<file path="config.mk">
export PLATFORM = sky130hd
export DESIGN_NAME = mul_div_unit
export DESIGN_NICKNAME = d
export VERILOG_FILES = /design/src/rtl/mul_div_unit.sv
export SDC_FILE = /design/constraint.sdc
export NUM_CORES = 1
export LEC_CHECK = 0
export ABC_CLOCK_PERIOD_IN_PS = 3150
export BUFFER_PORTS_ARGS = -buffer_cell sky130_fd_sc_hd__buf_4
export CAP_MARGIN = 20
export CORE_MARGIN = 1
export CORE_UTILIZATION = 55
export DETAILED_ROUTE_END_ITERATION = 8
export PLACE_DENSITY = 0.76
export SLEW_MARGIN = 40
export SYNTH_ARGS = -nofsm -noshare
export SYNTH_HDL_FRONTEND = slang
export SYNTH_SLANG_ARGS = --single-unit
</file>
<file path="constraint.sdc">
create_clock -name clk -period 3.15 [get_ports clk]
set_input_delay 0.4725 -clock clk [delete_from_list [all_inputs] [get_ports clk]]
set_output_delay 0.4725 -clock clk [all_outputs]
set_load 0.02 [all_outputs]
</file>
<file path="src/rtl/mul_div_unit.sv">
// ============================================================================
// Module      : mul_div_unit
// Description : Iterative RV32M multiply/divide unit with fixed 34-cycle latency.
// Revision    : 1.0
// ============================================================================
`default_nettype none

module mul_div_unit #(
    parameter int XLEN = 32
) (
    input  logic            clk,
    input  logic            rst,
    input  logic            start,
    input  logic            kill,
    input  logic [2:0]      funct3,
    input  logic [XLEN-1:0] rs1_val,
    input  logic [XLEN-1:0] rs2_val,
    input  logic [4:0]      rd_addr,
    output logic            busy,
    output logic            done,
    output logic [XLEN-1:0] result,
    output logic [4:0]      rd_out,
    output logic            we_out
);

    localparam int          CW         = $clog2(XLEN);
    localparam logic [CW-1:0] C_CNT_LAST = CW'(XLEN - 1);

    localparam logic [2:0] S_IDLE = 3'd0;
    localparam logic [2:0] S_PREP = 3'd1;
    localparam logic [2:0] S_CALC = 3'd2;
    localparam logic [2:0] S_FIX  = 3'd3;
    localparam logic [2:0] S_DONE = 3'd4;

    localparam logic [2:0] C_F_MUL    = 3'b000;
    localparam logic [2:0] C_F_MULH   = 3'b001;
    localparam logic [2:0] C_F_MULHSU = 3'b010;
    localparam logic [2:0] C_F_MULHU  = 3'b011;
    localparam logic [2:0] C_F_DIV    = 3'b100;
    localparam logic [2:0] C_F_DIVU   = 3'b101;
    localparam logic [2:0] C_F_REM    = 3'b110;
    localparam logic [2:0] C_F_REMU   = 3'b111;

    logic [2:0]        r_state;
    logic [2:0]        w_next;
    logic [CW-1:0]     r_cnt;
    logic [2:0]        r_f3;
    logic [XLEN-1:0]   r_a;
    logic [XLEN-1:0]   r_b;
    logic [4:0]        r_rd;
    logic              r_neg_a;
    logic              r_neg_b;
    logic [XLEN-1:0]   r_opnd;
    logic [XLEN-1:0]   r_hi;
    logic [XLEN-1:0]   r_lo;
    logic [XLEN-1:0]   r_result;
    logic [4:0]        r_rd_out;

    logic              w_accept;
    logic              w_is_div;
    logic              w_sgn_a;
    logic              w_sgn_b;
    logic              w_neg_a;
    logic              w_neg_b;
    logic [XLEN-1:0]   w_mag_a;
    logic [XLEN-1:0]   w_mag_b;
    logic [XLEN:0]     w_mul_sum;
    logic [XLEN:0]     w_div_shift;
    logic [XLEN:0]     w_div_diff;
    logic              w_div_ok;
    logic [2*XLEN-1:0] w_prod;
    logic [2*XLEN-1:0] w_prod_fix;
    logic [XLEN-1:0]   w_quo_fix;
    logic [XLEN-1:0]   w_rem_fix;
    logic              w_div0;
    logic [XLEN-1:0]   w_fix_result;

    assign w_accept = start && !kill && (r_state == S_IDLE || r_state == S_DONE);
    assign w_is_div = r_f3[2];

    // Operand signedness follows the latched opcode, so PREP sees stable values.
    assign w_sgn_a = (r_f3 == C_F_MULH) || (r_f3 == C_F_MULHSU) ||
                     (r_f3 == C_F_DIV)  || (r_f3 == C_F_REM);
    assign w_sgn_b = (r_f3 == C_F_MULH) || (r_f3 == C_F_DIV) || (r_f3 == C_F_REM);
    assign w_neg_a = w_sgn_a && r_a[XLEN-1];
    assign w_neg_b = w_sgn_b && r_b[XLEN-1];
    assign w_mag_a = w_neg_a ? -r_a : r_a;
    assign w_mag_b = w_neg_b ? -r_b : r_b;

    // Multiply: conditional add of the multiplicand, then shift {hi,lo} right.
    assign w_mul_sum = {1'b0, r_hi} + (r_lo[0] ? {1'b0, r_opnd} : '0);

    // Divide: restoring step; the partial remainder is always below the divisor,
    // so bit XLEN of the difference is a clean borrow flag.
    assign w_div_shift = {r_hi, r_lo[XLEN-1]};
    assign w_div_diff  = w_div_shift - {1'b0, r_opnd};
    assign w_div_ok    = !w_div_diff[XLEN];

    assign w_prod     = {r_hi, r_lo};
    assign w_prod_fix = (r_neg_a ^ r_neg_b) ? -w_prod : w_prod;
    assign w_quo_fix  = (r_neg_a ^ r_neg_b) ? -r_lo : r_lo;
    assign w_rem_fix  = r_neg_a ? -r_hi : r_hi;
    assign w_div0     = (r_b == '0);

    always_comb begin
        w_fix_result = '0;
        case (r_f3)
            C_F_MUL:    w_fix_result = w_prod_fix[XLEN-1:0];
            C_F_MULH,
            C_F_MULHSU,
            C_F_MULHU:  w_fix_result = w_prod_fix[2*XLEN-1:XLEN];
            C_F_DIV,
            C_F_DIVU:   w_fix_result = w_div0 ? '1 : w_quo_fix;
            C_F_REM,
            C_F_REMU:   w_fix_result = w_div0 ? r_a : w_rem_fix;
            default:    w_fix_result = '0;
        endcase
    end

    // State register
    always_ff @(posedge clk) begin
        if (rst) begin
            r_state <= S_IDLE;
        end else begin
            r_state <= w_next;
        end
    end

    // Next-state logic; kill overrides every transition
    always_comb begin
        w_next = r_state;
        if (kill) begin
            w_next = S_IDLE;
        end else begin
            case (r_state)
                S_IDLE:  w_next = w_accept ? S_PREP : S_IDLE;
                S_PREP:  w_next = S_CALC;
                S_CALC:  w_next = (r_cnt == C_CNT_LAST) ? S_FIX : S_CALC;
                S_FIX:   w_next = S_DONE;
                S_DONE:  w_next = w_accept ? S_PREP : S_IDLE;
                default: w_next = S_IDLE;
            endcase
        end
    end

    // Output logic
    always_comb begin
        busy   = 1'b0;
        done   = 1'b0;
        we_out = 1'b0;
        case (r_state)
            S_PREP, S_CALC, S_FIX: busy = 1'b1;
            S_DONE: begin
                done   = 1'b1;
                we_out = (r_rd_out != 5'd0);
            end
            default: ;
        endcase
    end

    assign result = r_result;
    assign rd_out = r_rd_out;

    always_ff @(posedge clk) begin
        if (rst) begin
            r_cnt    <= '0;
            r_f3     <= '0;
            r_a      <= '0;
            r_b      <= '0;
            r_rd     <= '0;
            r_neg_a  <= 1'b0;
            r_neg_b  <= 1'b0;
            r_opnd   <= '0;
            r_hi     <= '0;
            r_lo     <= '0;
            r_result <= '0;
            r_rd_out <= '0;
        end else begin
            if (w_accept) begin
                r_f3 <= funct3;
                r_a  <= rs1_val;
                r_b  <= rs2_val;
                r_rd <= rd_addr;
            end
            if (r_state == S_PREP) begin
                r_cnt   <= '0;
                r_neg_a <= w_neg_a;
                r_neg_b <= w_neg_b;
                r_hi    <= '0;
                r_opnd  <= w_is_div ? w_mag_b : w_mag_a;
                r_lo    <= w_is_div ? w_mag_a : w_mag_b;
            end
            if (r_state == S_CALC) begin
                r_cnt <= r_cnt + 1'b1;
                if (w_is_div) begin
                    r_hi <= w_div_ok ? w_div_diff[XLEN-1:0] : w_div_shift[XLEN-1:0];
                    r_lo <= {r_lo[XLEN-2:0], w_div_ok};
                end else begin
                    r_hi <= w_mul_sum[XLEN:1];
                    r_lo <= {w_mul_sum[0], r_lo[XLEN-1:1]};
                end
            end
            if (r_state == S_FIX && w_next == S_DONE) begin
                r_result <= w_fix_result;
                r_rd_out <= r_rd;
            end
        end
    end

endmodule

`default_nettype wire

</file>
==> metrics.log, run 1 <==
[metrics] source of the worst hold timing path: funct3[2]
[metrics] Startpoint Class: flop
[metrics] post-synth cell types: 76
[metrics] share of synthesized area occupied by flip-flops and latches: 0.256
[metrics] top area cells in the synthesized netlist: dfxtp_1, a21oi_1, nand2_1, nor2_1, xnor2_1
[metrics] kind of path behind the tightest hold check: primary input to flop
[metrics] unrepaired setup endpoints after global routing: true
[metrics] data arrival at the endpoint of the critical path: roughly 3.6 ns
[metrics] biggest fanout along the worst timing path: 8
[metrics] area share of the largest cell type after synthesis: 0.256
[metrics] multiplexer area fraction after synthesis: 0.0430
[metrics] Crit. Startpoint: r_lo[0]
[metrics] placement row count: 63
[metrics] most frequently used cell type in the post-synthesis netlist: nand2_1
[metrics] ys async rst share: 0
[metrics] setup clock skew after layout: 0.0163 ns
[metrics] number of buffers added to fix hold violations after cts: 0
[metrics] Cells on Worst Hold Path: 3
[metrics] routability congestion estimate: about 1.1
[metrics] final hold slack: 0.148 ns
[metrics] clock sink total: approximately 220
[metrics] relative area change from synthesis to final layout: 23.5%
[metrics] number of antenna violations at the first check in global routing: 1
[metrics] DR vias: 19000
[metrics] CTS Buffer Depth: 3
[metrics] summed instance area of the synthesized netlist: 16800 µm²
[metrics] worst path required time: 3.59 ns
[metrics] total of buffers placed on input and output ports: between 100 and 150
[metrics] YS warnings: 0
[metrics] main flop type after synthesis: dfxtp_1
[metrics] leftover overflow at the end of global routing: 0
[metrics] layout cells sized above 1: 0.201
[metrics] total track usage: 0.423
[metrics] power per cell area: roughly 350 nW/µm²
[metrics] Clock transition at path regs: 0.07 ns
[metrics] type of the worst setup path: flop to flop
[metrics] Synth area leader: dfxtp_1
[metrics] first-iteration detailed-routing DRC count: between 2000 and 2500
[metrics] area taken by multi-input logic gates: 12100 µm²
[metrics] kind of end point of the critical path: flop
[metrics] hpwl dp: just over 50000 µm
[metrics] Hold Vio Cnt, Final: 0
[metrics] layout net count: between 2000 and 3000
[metrics] effective utilization at floorplan: 0.563
[metrics] wire length reported by the detailed router: 67600 µm
[metrics] worst supply voltage drop on vdd: 437 µV
[metrics] total setup violations reported at the end of the flow: 0
[metrics] post-route DRC violation count: 0
[metrics] cell count after synthesis: 2345
[metrics] worst path buffer plus inverter count: 4
[metrics] logic depth of the worst register-to-register path: 15
[metrics] Worst Max-Slew Pin Slew: 0.861 ns
[metrics] CP top delay family: compound AO/OA/AOI/OAI gates
[metrics] library cell used as clock root buffer: clkbuf_16
[metrics] Antenna Diode Count: 0
[metrics] DP Area: 19500 µm²
[metrics] setup TNS after final layout: 0 ns
[metrics] fraction of the mapped netlist area in compound gates: 0.258
[metrics] Num CTS Buffers: 25
[metrics] status: finished, final reports clean
[metrics] worst-path cell chain: inv_2 -> buf_12 -> buf_4 -> nor2_1 -> ha_1 -> nand2_1 -> o31ai_2 -> nand3_2 -> a211oi_4 -> nor3_2 -> buf_4 -> o31ai_2 -> xor2_1 -> a22oi_1 -> o21ai_0
[metrics] Max Fclk: 0.321 GHz
[metrics] sequential cell area in the final layout: 4320 µm²
[metrics] area of the core: about 30000 µm²
[metrics] simple-gate portion of the synthesized area: 0.230
[metrics] pin count of the biggest net entering global routing: approximately 130
[metrics] slowest stage cell on the critical path: ha_1
[metrics] startpoint of the lowest-slack register-to-register path: r_lo[0]
[metrics] Die Footprint: 31300 µm²
[metrics] number of synthesized flops with an enable pin: 0
[metrics] dominant combinational cell family by area after synthesis: compound AO/OA/AOI/OAI gates
[metrics] CTS tree: yes
[metrics] Final Cell Area: a little over 20000 µm²
[metrics] CP Depth: 15
[metrics] Synthesized Nets: 2493
[metrics] first-pass GRT wire length: 102000 µm
[metrics] Yosys reg bits: 215
[metrics] Tmin final: 3.12 ns
[metrics] fin crit share: 0.989
[metrics] die span in y: 177 µm
[metrics] DRT Pass-1 Iters: 8
[metrics] per-cell routed wire length: 22.8 µm
[metrics] Avg Synthesized Cell Area: between 7 and 8 µm²
[metrics] count of pins on the block boundary: 116
[metrics] Post-Synth Adder-Cell Area: 0.0544
[metrics] die extent in x: 177 µm
[metrics] number of global-route vias before repair: 17500
[metrics] maximum level of the CTS H-tree: 1
[metrics] share of the synthesized netlist area taken by xor and xnor gates: 0.104
[metrics] FILL cells: 2613
[metrics] Clk Latency, worst-skew pair: 0.57 ns
[metrics] leak pwr: 8.54 nW
[metrics] max-slew violation total from the final report: 0
[metrics] DR vias/cell: 6.41
[metrics] top post-synthesis cells by count: nand2_1, a21oi_1, nor2_1
[metrics] antenna-violating nets left: 0
[metrics] reported max-cap violation count: 0
[metrics] relative slew slack: 0.425
[metrics] CP max stage delay: 0.36 ns
## worst paths after layout
path	end	slack, ns
max reg2reg	r_hi[22]	0.03
max	r_hi[22]	0.03
min reg2reg	r_opnd[2]	0.45
min	r_f3[2]	0.15
## metrics by stage
stage / cells / total power (W) / setup slack, ns / util
4_1_cts: 2958 / 0.00716 / 0.00187 / 0.683
6_report: 2965 / 0.00723 / 0.0334 / 0.695
3_5_place_dp: 2914 / 0.00431 / -0.173 / 0.653
2_1_floorplan: 2345 / 0.00372 / 0.0170 / -
3_3_place_gp: 2914 / 0.00429 / -0.175 / 0.653
5_1_grt: 2965 / 0.00744 / -0.0908 / 0.695
## sequential cells by signal, indices dropped and copies added (netlist names)
register	flops
r_state	3
r_a	32
r_hi	32
r_rd	5
r_lo	32
r_b	32
r_neg_b	1
result	32
rd_out	5
r_opnd	32
r_f3	3
r_neg_a	1
r_cnt	5
## cells by family after synthesis
family / count (synthesis)
XOR/XNOR: 200
buffers and inverters: 238
AND/OR/NAND/NOR: 843
multiplexers: 72
AO/OA/AOI/OAI: 705
flip-flops: 215
adder cells (fa/ha/maj): 72
## metal layers
layer | share of wire | up-vias | routed length, µm | GRT usage
li1 | - | 8780 | - | -
met1 | 0.41 | 8975 | 27500 | 0.556
met2 | 0.43 | 1032 | 28900 | 0.647
met3 | 0.11 | 217 | 7540 | 0.108
met4 | 0.055 | 0 | 3700 | 0.196
met5 | 0 | - | 0 | 0
## worst reg2reg max path, delay by kind of cell, from the launching register on
family          cells  cell delay, ns
fa+ha+maj           1            0.36
flops               1            0.34
xor+xnor            1            0.10
buf+inv             4            0.60
compound gates      5            1.17
simple gates        4            0.44
## cells in the final DEF, fill, tap and decap left out, drive strengths merged, types with 70 or more instances in the layout
cell type / n
o21ai: 122
ha: 70
mux2i: 70
nand2: 328
xnor2: 102
dfxtp: 215
nor2: 240
a21oi: 278
buf: 369
xor2: 98
## area by class of cell
type                    count  area share
multi-input cells        1892       0.582
inverters                  57      0.0103
well taps                 390      0.0235
flip-flops and latches    215       0.208
repair buffers            369       0.139
clock inverters            11     0.00476
clock buffers              31      0.0331
## report_power, final
group | leakage, nW | switching (W) | total [W] | internal (W)
clock network | 0.399 | 0.00125 | 0.00288 | 0.00163
registers | 1.74 | 0.0000811 | 0.00285 | 0.00277
logic | 6.39 | 0.000877 | 0.00149 | 0.000618
total | 8.54 | 0.00221 | 0.00723 | 0.00502
## what timing repair did
item | 4_1_cts | 5_1_grt
pin swaps | 2 | 25
resized for setup | 21 | 69
setup endpoints to repair | 37 | 52
buffers inserted | 2 | 7
endpoints found under the hold margin | 0 | 0
(Power assumes the default switching activity.)
==> run 2, diff against run 1 <==
--- a/config.mk
+++ b/config.mk
@@ -11,7 +11,7 @@
 export CORE_MARGIN = 1
 export CORE_UTILIZATION = 55
 export DETAILED_ROUTE_END_ITERATION = 8
-export PLACE_DENSITY = 0.76
+export PLACE_DENSITY = 0.84
 export SLEW_MARGIN = 40
 export SYNTH_ARGS = -nofsm -noshare
 export SYNTH_HDL_FRONTEND = slang
==> metrics.log, run 2 (same netlist as run 1, synthesis figures left out) <==
[metrics] status: finished, final reports clean
[metrics] placement row count: 63 (unchanged)
[metrics] total track usage: 0.418 (-0.00559)
[metrics] area taken by multi-input logic gates: 12100 µm² (-0.13%)
[metrics] kind of path behind the tightest hold check: primary input to flop
[metrics] DRT Pass-1 Iters: 8 (unchanged)
[metrics] fin crit share: 0.993 (+0.00327)
[metrics] number of global-route vias before repair: 17900 (+2.2%)
[metrics] most frequent cells in the layout: buf_4, nand2_1, a21oi_1
[metrics] relative area change from synthesis to final layout: 23.2%
[metrics] power per cell area: 357 nW/µm² (+2.5%)
[metrics] layout net count: 2694 (-0.52%)
[metrics] maximum level of the CTS H-tree: 1 (unchanged)
[metrics] total of buffers placed on input and output ports: 115 (unchanged)
[metrics] relative slew slack: 0.506 (+0.0807)
[metrics] CTS Buffer Depth: 3 (unchanged)
[metrics] setup TNS after final layout: 0 ns (unchanged)
[metrics] leftover overflow at the end of global routing: 0 (unchanged)
[metrics] data arrival at the endpoint of the critical path: 3.54 ns (-0.02 ns)
[metrics] leak pwr: 8.51 nW (-0.29%)
[metrics] CP dominant cell by count: buf_4
[metrics] first-iteration detailed-routing DRC count: 2129 (+4.6%)
[metrics] pin count of the biggest net entering global routing: 128 (+2.4%)
[metrics] max-slew violation total from the final report: 0 (unchanged)
[metrics] biggest fanout along the worst timing path: 4 (-4)
[metrics] setup clock skew after layout: 0.0294 ns (+0.0132 ns)
[metrics] worst path buffer plus inverter count: 3 (-1)
[metrics] Tmin final: 3.13 ns (+0.0103 ns)
[metrics] DR vias/cell: 6.51 (+1.6%)
[metrics] total setup violations reported at the end of the flow: 0 (unchanged)
[metrics] reported max-cap violation count: 0 (unchanged)
[metrics] wire length reported by the detailed router: 67300 µm (-0.45%)
[metrics] DR vias: 19200 (+1.2%)
[metrics] sequential cell area in the final layout: 4310 µm² (about the same)
[metrics] Num CTS Buffers: 25 (unchanged)
[metrics] die extent in x: 177 µm (unchanged)
[metrics] Final Cell Area: 20700 µm² (-0.23%)
[metrics] count of pins on the block boundary: 116 (unchanged)
[metrics] minimum setup slack in the final design: 0.0231 ns (-0.0103 ns)
[metrics] Startpoint Class: flop
[metrics] post-route DRC violation count: 0 (unchanged)
[metrics] clock sink total: 215 (unchanged)
[metrics] worst-path cell chain: inv_1 -> ha_1 -> nor3b_2 -> buf_4 -> nand4_1 -> or3_4 -> or4_4 -> nand2_1 -> xor2_1 -> o22ai_1 -> a221oi_2 -> buf_4 -> a211oi_1
[metrics] die span in y: 177 µm (unchanged)
[metrics] antenna-violating nets left: 0 (unchanged)
[metrics] number of buffers added to fix hold violations after cts: 0 (unchanged)
[metrics] Clock transition at path regs: 0.06 ns (about the same)
[metrics] number of antenna violations at the first check in global routing: 0 (-1)
[metrics] Hold Vio Cnt, Final: 0 (unchanged)
[metrics] kind of end point of the critical path: flop
[metrics] unrepaired setup endpoints after global routing: true
[metrics] hpwl dp: 50000 µm (-3.7%)
[metrics] per-cell routed wire length: 22.8 µm (about the same)
[metrics] Max Fclk: 0.320 GHz (-0.33%)
[metrics] Worst Max-Slew Pin Slew: 0.742 ns (-0.119 ns)
[metrics] worst path required time: 3.56 ns (-0.03 ns)
[metrics] worst supply voltage drop on vdd: 509 µV (+16%)
[metrics] FILL cells: 2487 (-4.8%)
[metrics] slowest stage cell on the critical path: or4_4
[metrics] final hold slack: 0.154 ns (+0.00632 ns)
[metrics] most common library cell in the layout ignoring fill and taps: buf_4
[metrics] layout cells sized above 1: 0.194 (-0.00694)
[metrics] type of the worst setup path: flop to flop
[metrics] area of the core: 29900 µm² (unchanged)
[metrics] Antenna Diode Count: 0 (unchanged)
[metrics] CTS tree: yes
[metrics] pre-CTS setup slack: -0.171 ns (+0.00244 ns)
[metrics] CP top delay family: simple AND/OR/NAND/NOR gates
[metrics] CP max stage delay: 0.51 ns (+0.15 ns)
[metrics] first-pass GRT wire length: 101000 µm (-0.72%)
[metrics] effective utilization at floorplan: 0.563 (unchanged)
[metrics] Post-Route Utilization: 0.694 (-0.00159)
[metrics] routability congestion estimate: 1.05 (-0.96%)
[metrics] library cell used as clock root buffer: clkbuf_16
[metrics] DP Area: 19400 µm² (-0.60%)
[metrics] Clk Latency, worst-skew pair: 0.57 ns (about the same)
[metrics] Die Footprint: 31300 µm² (unchanged)
run 2: worst reg2reg max path: stages, from the launching register on:
cell and delay (ns):
dfxtp_1 0.33, inv_1 0.14, ha_1 0.22, nor3b_2 0.20
buf_4 0.14, nand4_1 0.14, or3_4 0.41, or4_4 0.51
nand2_1 0.10, xor2_1 0.17, o22ai_1 0.12, a221oi_2 0.26
buf_4 0.17, a211oi_1 0.06
run 2: timing repair:
| item | in CTS | in global routing |
|---|---|---|
| pin swaps | 9 | 28 |
| gates resized for setup | 25 | 64 |
| setup buffers | 4 | 8 |
| endpoints found under the setup margin | 24 | 53 |
run 2: per-layer routing:
| layer | routed length (µm) | global-route usage |
|---|---|---|
| met1 | 25300 | 0.519 |
| met2 | 28900 | 0.640 |
| met5 | 0 | 0 |
| met4 | 4680 | 0.247 |
| met3 | 8390 | 0.120 |
run 2: power by group:
group          switching [W]  internal (W)  total (W)
combinational       0.000882      0.000619    0.00150
sequential         0.0000838       0.00277    0.00286
clock                0.00127       0.00177    0.00303
total                0.00223       0.00516    0.00739
run 2: stage by stage:
stage | instances | power (W)
6_report | 2954 | 0.00739
5_1_grt | 2954 | 0.00759
4_1_cts | 2946 | 0.00726
3_5_place_dp | 2897 | 0.00426
3_3_place_gp | 2896 | 0.00423
2_1_floorplan | 2345 | 0.00372
run 2: area by class of cell:
| class | count | share of cell area |
|---|---|---|
| clock inverter | 7 | 0.00429 |
| tap | 390 | 0.0235 |
| clock buffer | 38 | 0.0369 |
| sequential | 215 | 0.208 |
| multi-input combinational | 1892 | 0.582 |
| timing repair buffer | 355 | 0.135 |
| inverter | 57 | 0.0103 |
run 2: final timing paths:
path,from,depth (start not counted),to,slack [ns]
worst min register to register,r_rd[0],2,rd_out[0],0.46
worst max-delay path,r_hi[0],13,result[30],0.02
worst max register to register,r_hi[0],13,result[30],0.02
worst min-delay path,kill,2,r_state[0],0.15
